File: config.mk
export PLATFORM = sky130hd
export DESIGN_NAME = fuzzy_centroid_defuzz
export DESIGN_NICKNAME = d
export VERILOG_FILES = /design/src/rtl/fuzzy_pkg.sv /design/src/rtl/seq_divider.sv /design/src/rtl/fuzzy_centroid_defuzz.sv
export SDC_FILE = /design/constraint.sdc
export NUM_CORES = 1
export LEC_CHECK = 0
export BUFFER_PORTS_ARGS = -buffer_cell sky130_fd_sc_hd__buf_2
export CAP_MARGIN = 20
export CORE_AREA = 4 4 131 133
export DETAILED_ROUTE_END_ITERATION = 6
export DIE_AREA = 0 0 135 137
export GPL_ROUTABILITY_DRIVEN = 0
export HOLD_SLACK_MARGIN = 0.06
export MAX_ROUTING_LAYER = met4
export PLACE_DENSITY = 0.77
export SYNTH_ARGS = -nofsm -noshare
export SYNTH_HDL_FRONTEND = slang
export SYNTH_HIERARCHICAL = 1
export SYNTH_SLANG_ARGS = --single-unit
File: constraint.sdc
create_clock -name CS -period 5 [get_ports CS]
set_input_delay 1.5 -clock CS [delete_from_list [all_inputs] [get_ports CS]]
set_output_delay 1.5 -clock CS [all_outputs]
set_load 0.005 [all_outputs]
File: src/rtl/fuzzy_pkg.sv
// Shared types and width helpers for the fuzzy centroid defuzzifier.
package fuzzy_pkg;

  localparam int MU_W_DEF = 8;
  localparam int X_W_DEF  = 8;
  localparam int AW_DEF   = 8;

  typedef enum logic [1:0] {
    IDLE = 2'd0,
    ACC  = 2'd1,
    DIV  = 2'd2,
    DONE = 2'd3
  } state_e;

  // Sized so a full frame of max grades at max address cannot overflow.
  function automatic int num_width(input int mu_w, input int x_w, input int aw);
    return mu_w + x_w + aw;
  endfunction

  function automatic int den_width(input int mu_w, input int aw);
    return mu_w + aw;
  endfunction

endpackage

File: src/rtl/seq_divider.sv
// Unsigned restoring divider, one quotient bit per step, MSB first; NUM_W steps after load.
// Only the low Q_W quotient bits are kept; callers guarantee the quotient fits.
module seq_divider #(
  parameter int NUM_W = 24,
  parameter int DEN_W = 16,
  parameter int Q_W   = 8
) (
  input  logic             clk_i,
  input  logic             rst_ni,
  input  logic             load_i,
  input  logic             step_i,
  input  logic [NUM_W-1:0] dividend_i,
  input  logic [DEN_W-1:0] divisor_i,
  output logic [Q_W-1:0]   quotient_o,
  output logic             done_o
);

  localparam int CNT_W = $clog2(NUM_W + 1);

  logic [NUM_W-1:0] dvd_q, dvd_d;
  logic [DEN_W-1:0] dsr_q, dsr_d;
  logic [DEN_W-1:0] rem_q, rem_d;
  logic [Q_W-1:0]   quo_q, quo_d;
  logic [CNT_W-1:0] cnt_q, cnt_d;
  logic [DEN_W:0]   shifted, trial;
  logic             fits;

  assign done_o     = (cnt_q == CNT_W'(NUM_W));
  assign quotient_o = quo_q;

  always_comb begin
    shifted = {rem_q, dvd_q[NUM_W-1]};
    trial   = shifted - {1'b0, dsr_q};
    fits    = ~trial[DEN_W];
    dvd_d   = dvd_q;
    dsr_d   = dsr_q;
    rem_d   = rem_q;
    quo_d   = quo_q;
    cnt_d   = cnt_q;
    if (load_i) begin
      dvd_d = dividend_i;
      dsr_d = divisor_i;
      rem_d = '0;
      quo_d = '0;
      cnt_d = '0;
    end else if (step_i && !done_o) begin
      // remainder stays below the divisor, so the kept result fits DEN_W bits
      rem_d = fits ? trial[DEN_W-1:0] : shifted[DEN_W-1:0];
      quo_d = {quo_q[Q_W-2:0], fits};
      dvd_d = {dvd_q[NUM_W-2:0], 1'b0};
      cnt_d = cnt_q + CNT_W'(1);
    end
  end

  always_ff @(posedge clk_i or negedge rst_ni) begin
    if (!rst_ni) begin
      dvd_q <= '0;
      dsr_q <= '0;
      rem_q <= '0;
      quo_q <= '0;
      cnt_q <= '0;
    end else begin
      dvd_q <= dvd_d;
      dsr_q <= dsr_d;
      rem_q <= rem_d;
      quo_q <= quo_d;
      cnt_q <= cnt_d;
    end
  end

endmodule

File: src/rtl/fuzzy_centroid_defuzz.sv
// Centroid defuzzifier: accumulates sum(mu*x) and sum(mu) over a frame, then divides.
// Result 25 cycles after the final sample; one sample per cycle while ready, no other stall.
module fuzzy_centroid_defuzz
  import fuzzy_pkg::*;
#(
  parameter int MU_W = MU_W_DEF,
  parameter int X_W  = X_W_DEF,
  parameter int AW   = AW_DEF
) (
  input  logic            CS,
  input  logic            cen,
  input  logic            start,
  input  logic            mu_valid,
  input  logic [MU_W-1:0] mu,
  input  logic [X_W-1:0]  x,
  input  logic            last,
  output logic            ready,
  output logic            busy,
  output logic [X_W-1:0]  crisp,
  output logic            done,
  output logic            zero_den
);

  localparam int NUM_W = num_width(MU_W, X_W, AW);
  localparam int DEN_W = den_width(MU_W, AW);
  localparam int P_W   = MU_W + X_W;

  state_e           state_q, state_d;
  logic [NUM_W-1:0] num_q, num_d;
  logic [DEN_W-1:0] den_q, den_d;
  logic [AW-1:0]    cnt_q, cnt_d;
  logic [X_W-1:0]   crisp_q, crisp_d;
  logic             zero_den_q, zero_den_d;
  logic [P_W-1:0]   prod;
  logic [X_W-1:0]   quo;
  logic             accept, frame_end, div_done;

  assign prod   = P_W'(mu) * P_W'(x);
  assign accept = (state_q == ACC) && mu_valid;
  // the 2^AW-th sample closes the frame regardless of last
  assign frame_end = accept && (last || (cnt_q == '1));

  always_comb begin
    state_d = state_q;
    case (state_q)
      IDLE:    if (start) state_d = ACC;
      ACC:     if (frame_end) state_d = DIV;
      DIV:     if (div_done) state_d = DONE;
      DONE:    state_d = IDLE;
      default: state_d = IDLE;
    endcase
  end

  always_comb begin
    num_d      = num_q;
    den_d      = den_q;
    cnt_d      = cnt_q;
    crisp_d    = crisp_q;
    zero_den_d = zero_den_q;
    if (state_q == IDLE && start) begin
      num_d = '0;
      den_d = '0;
      cnt_d = '0;
    end
    if (accept) begin
      num_d = num_q + NUM_W'(prod);
      den_d = den_q + DEN_W'(mu);
      cnt_d = cnt_q + AW'(1);
    end
    if (state_q == DIV && div_done) begin
      zero_den_d = (den_q == '0);
      crisp_d    = (den_q == '0) ? '0 : quo;
    end
  end

  always_ff @(posedge CS or negedge cen) begin
    if (!cen) begin
      state_q    <= IDLE;
      num_q      <= '0;
      den_q      <= '0;
      cnt_q      <= '0;
      crisp_q    <= '0;
      zero_den_q <= 1'b0;
    end else begin
      state_q    <= state_d;
      num_q      <= num_d;
      den_q      <= den_d;
      cnt_q      <= cnt_d;
      crisp_q    <= crisp_d;
      zero_den_q <= zero_den_d;
    end
  end

  // loaded with the totals including the closing sample
  seq_divider #(
    .NUM_W(NUM_W),
    .DEN_W(DEN_W),
    .Q_W  (X_W)
  ) u_div (
    .clk_i     (CS),
    .rst_ni    (cen),
    .load_i    (frame_end),
    .step_i    (state_q == DIV),
    .dividend_i(num_d),
    .divisor_i (den_d),
    .quotient_o(quo),
    .done_o    (div_done)
  );

  assign ready    = (state_q == ACC);
  assign busy     = (state_q != IDLE);
  assign done     = (state_q == DONE);
  assign crisp    = crisp_q;
  assign zero_den = zero_den_q;

endmodule

==> qor.txt <==
Status - complete, but fails checks
Failing checks - setup timing
Root buf cell - clkbuf_16
Global-route usage over all layers - 0.256
DR vias - 7742
I/O pins - 33
Crit Path Class - in2reg
Distinct cells, synth - 73
Initial DRC count - 553
Routing usage on met3 - 0.0415
Worst-skew pair later-pin latency - 0.42 ns
Leak Pwr - 5.35 nW
Max clock buf depth - 2
DRC - 0
Commonest non-fill, non-tap cell in the layout - nand2_1
Flip-flop and latch area - 0.00320 mm2
Syn Inst Count - 1036
GRT overflow - 0
Largest net degree at the start of global routing - 95
TritonCTS buffer count - 17
Std-Cell Rows - 46
Worst setup margin - -0.155 ns
Antenna violations before repair - 0
Pwr dens - 740 mW/mm2
CP Capture Type - flip-flop
Setup_tns - -1.46 ns
Net Count, Synth - 1182
Post-synth EDFFs - 0
CP max stage delay - 0.55 ns
Via density - 5.76
Busiest grt layer - met2
Layout cells sized above 1 - 0.198
Worst Path Required - 5.33 ns
First-pass GRT wire length - 37300 um
Post-CTS Hold Fix Bufs - 0
Worst-path clk slew - 0.06 ns
Final cell area excluding filler cells - 0.0113 mm2
Fmax - 0.194 GHz
Seq cells post-synth - 128
Grt met1 use - 0.324
Max-Cap Viols - 0
CTS tree - built
Critical path startpoint category - primary input
Worst Hold Class - reg2reg
Vias in the first global route - 7785
Setup-failing EPs final - 20
GR Util met2 - 0.429
DR pass1 iterations - 5
Final period util - 1.03
Count of antenna diodes in the layout - 0
Total power - 8.36 mW
Fin Hold WS - 0.479 ns
Fill cells - 1142
Post-DP Area - 0.0103 mm2
Nets - 1261
Worst IR Drop VDD - 0.812 mV
Cells along the critical path - buf_12, buf_8, nand2_4, fa_1, fa_1, inv_1, fa_1, inv_2, fa_2, inv_2, ha_4, o211ai_1, a21oi_4, buf_4, nor2b_2, o21ai_2, xnor2_1, o21ai_1, nand2_1, o21ai_0
Sequential share of the synthesized area - 0.338
Total die area - 0.0185 mm2
RSZ-0062 raised after global routing - yes
Cell Int Power - 4.54 mW
Worst R2R Path Depth - 18
Critical path's most frequent cell - fa_1
Slew margin rel. - 0.342
Final hold viol count - 0
Register share of total power - 0.197
Post-DP HPWL - 15600 um
Clock skew - 0.00657 ns
Post-DR wirelength/cell - 16.7 um
Largest fanout on the critical path - 5
Synthesis-to-layout area growth - 19.2%
Clock sink count - 128
Sw Ratio - 0.457
Antenna viol nets, final - 0
Drt total wl - 22400 um
Critical-path top delay cell - fa_1
Most frequent cells in the layout - 162 x nand2_1, 128 x dfrtp_1, 124 x inv_1
Async S/R FF share, synth - 1.00
Comb pwr share - 0.659
Synthesized cell area - 0.00948 mm2
Max Slew Vio Count - 0
Switch Pwr - 3.83 mW
Final Util - 0.714
Clk pwr share - 0.144
Core area - 0.0158 mm2
Final Critical Period - 5.16 ns
Multi-input gate area - 0.00599 mm2
Worst Hold Path Cells - 1
Die Span X - 135 um
Die H - 137 um
PortBufs - 32
H-Tree Depth - 4
Starting Density - 0.599
Syn_area_per_cell - 9.15 um2
Top_reg_cell synth - dfrtp_1
CP arrival - 5.48 ns
Synth warnings - 6
Slew @ Worst Pin - 0.973 ns
-- synth_stat cells, types with 10 or more instances --
cell type  count  area (um2)
clkbuf_1      23        86.3
a22o_1        14         123
fa_1          52        1040
dfrtp_1      128        3200
nor2_1        25        93.8
a21o_1        10        75.1
and2_1        42         263
nand2_1      171         642
ha_1          73         913
a31oi_1       15        93.8
a21oi_1       49         245
inv_1        133         499
xnor2_1       16         140
mux2i_1       28         280
nand3_1       15        75.1
o21ai_0       62         310
o211ai_1      15         113
xor2_1        14         123
o21ai_1       34         170
-- kinds of logic (layout without fill, tap and decap cells) --
kind of cell	count (synthesis)	after routing	synth area share
flops	128	128	0.338
buf+inv	167	259	0.0689
fa+ha+maj	125	125	0.206
mux	32	32	0.0359
xor+xnor	31	31	0.0294
compound gates	254	254	0.174
simple gates	299	299	0.148
-- registers in the layout, indices dropped and copies added, names as in the netlist --
register	count
crisp	8
zero_den	1
den_q	16
u_div/cnt_q	5
u_div/rem_q	16
u_div/dvd_q	24
u_div/quotient_o	8
u_div/dsr_q	16
num_q	24
state_q	2
cnt_q	8
-- final timing paths --
| kind | start | to | slack [ns] |
|---|---|---|---|
| max in group asynchronous | cen | num_q[1] | 3.05 |
| min in group asynchronous | cen | cnt_q[6] | 1.09 |
| min | cnt_q[5] | cnt_q[5] | 0.48 |
| max | mu[3] | u_div/dvd_q[11] | -0.16 |
| min reg2reg | cnt_q[5] | cnt_q[5] | 0.48 |
| max reg2reg | num_q[7] | u_div/dvd_q[11] | 0.73 |
-- through the flow --
stage / worst slack, ns / cells
6_report: -0.155 / 1344
5_1_grt: -0.288 / 1344
4_1_cts: -0.133 / 1340
2_1_floorplan: -0.240 / 1036
3_3_place_gp: -0.550 / 1299
3_5_place_dp: -0.643 / 1299
-- power groups by stage --
stage               sequential [mW]  clock [mW]  combinational, mW
floorplan                      1.58           0               3.76
global placement               1.64           0               4.83
detailed placement             1.64           0               4.95
CTS                            1.64        1.23               5.19
global route                   1.68        1.28               6.07
finish                         1.64        1.21               5.51
-- critical path, delay by kind of cell --
family / cells / cell delay (ns)
AO/OA/AOI/OAI: 5 / 0.82
adder cells (fa/ha/maj): 5 / 2.37
AND/OR/NAND/NOR: 3 / 0.21
buffers and inverters: 6 / 0.47
XOR/XNOR: 1 / 0.09
-- layer usage --
| layer | share of wire | vias to the layer above |
|---|---|---|
| met2 | 0.51 | 225 |
| met3 | 0.045 | 43 |
| li1 | - | 3681 |
| met1 | 0.43 | 3793 |
| met4 | 0.025 | 0 |
| met5 | 0 | - |
-- repair_timing --
item | CTS | global route
setup buffers | 9 | 4
gates resized for setup | 36 | 50
pin swaps | 28 | 44
gates cloned | 0 | 0
setup endpoints to repair | 26 | 31
-- cell type report --
| cell class | instances | area share |
|---|---|---|
| clock buffers | 17 | 0.0376 |
| multi-input cells | 741 | 0.530 |
| clock inverters | 15 | 0.0133 |
| well taps | 216 | 0.0239 |
| inverters | 133 | 0.0442 |
| repair buffers | 94 | 0.0675 |
| flip-flops and latches | 128 | 0.283 |
(Power assumes the default switching activity.)
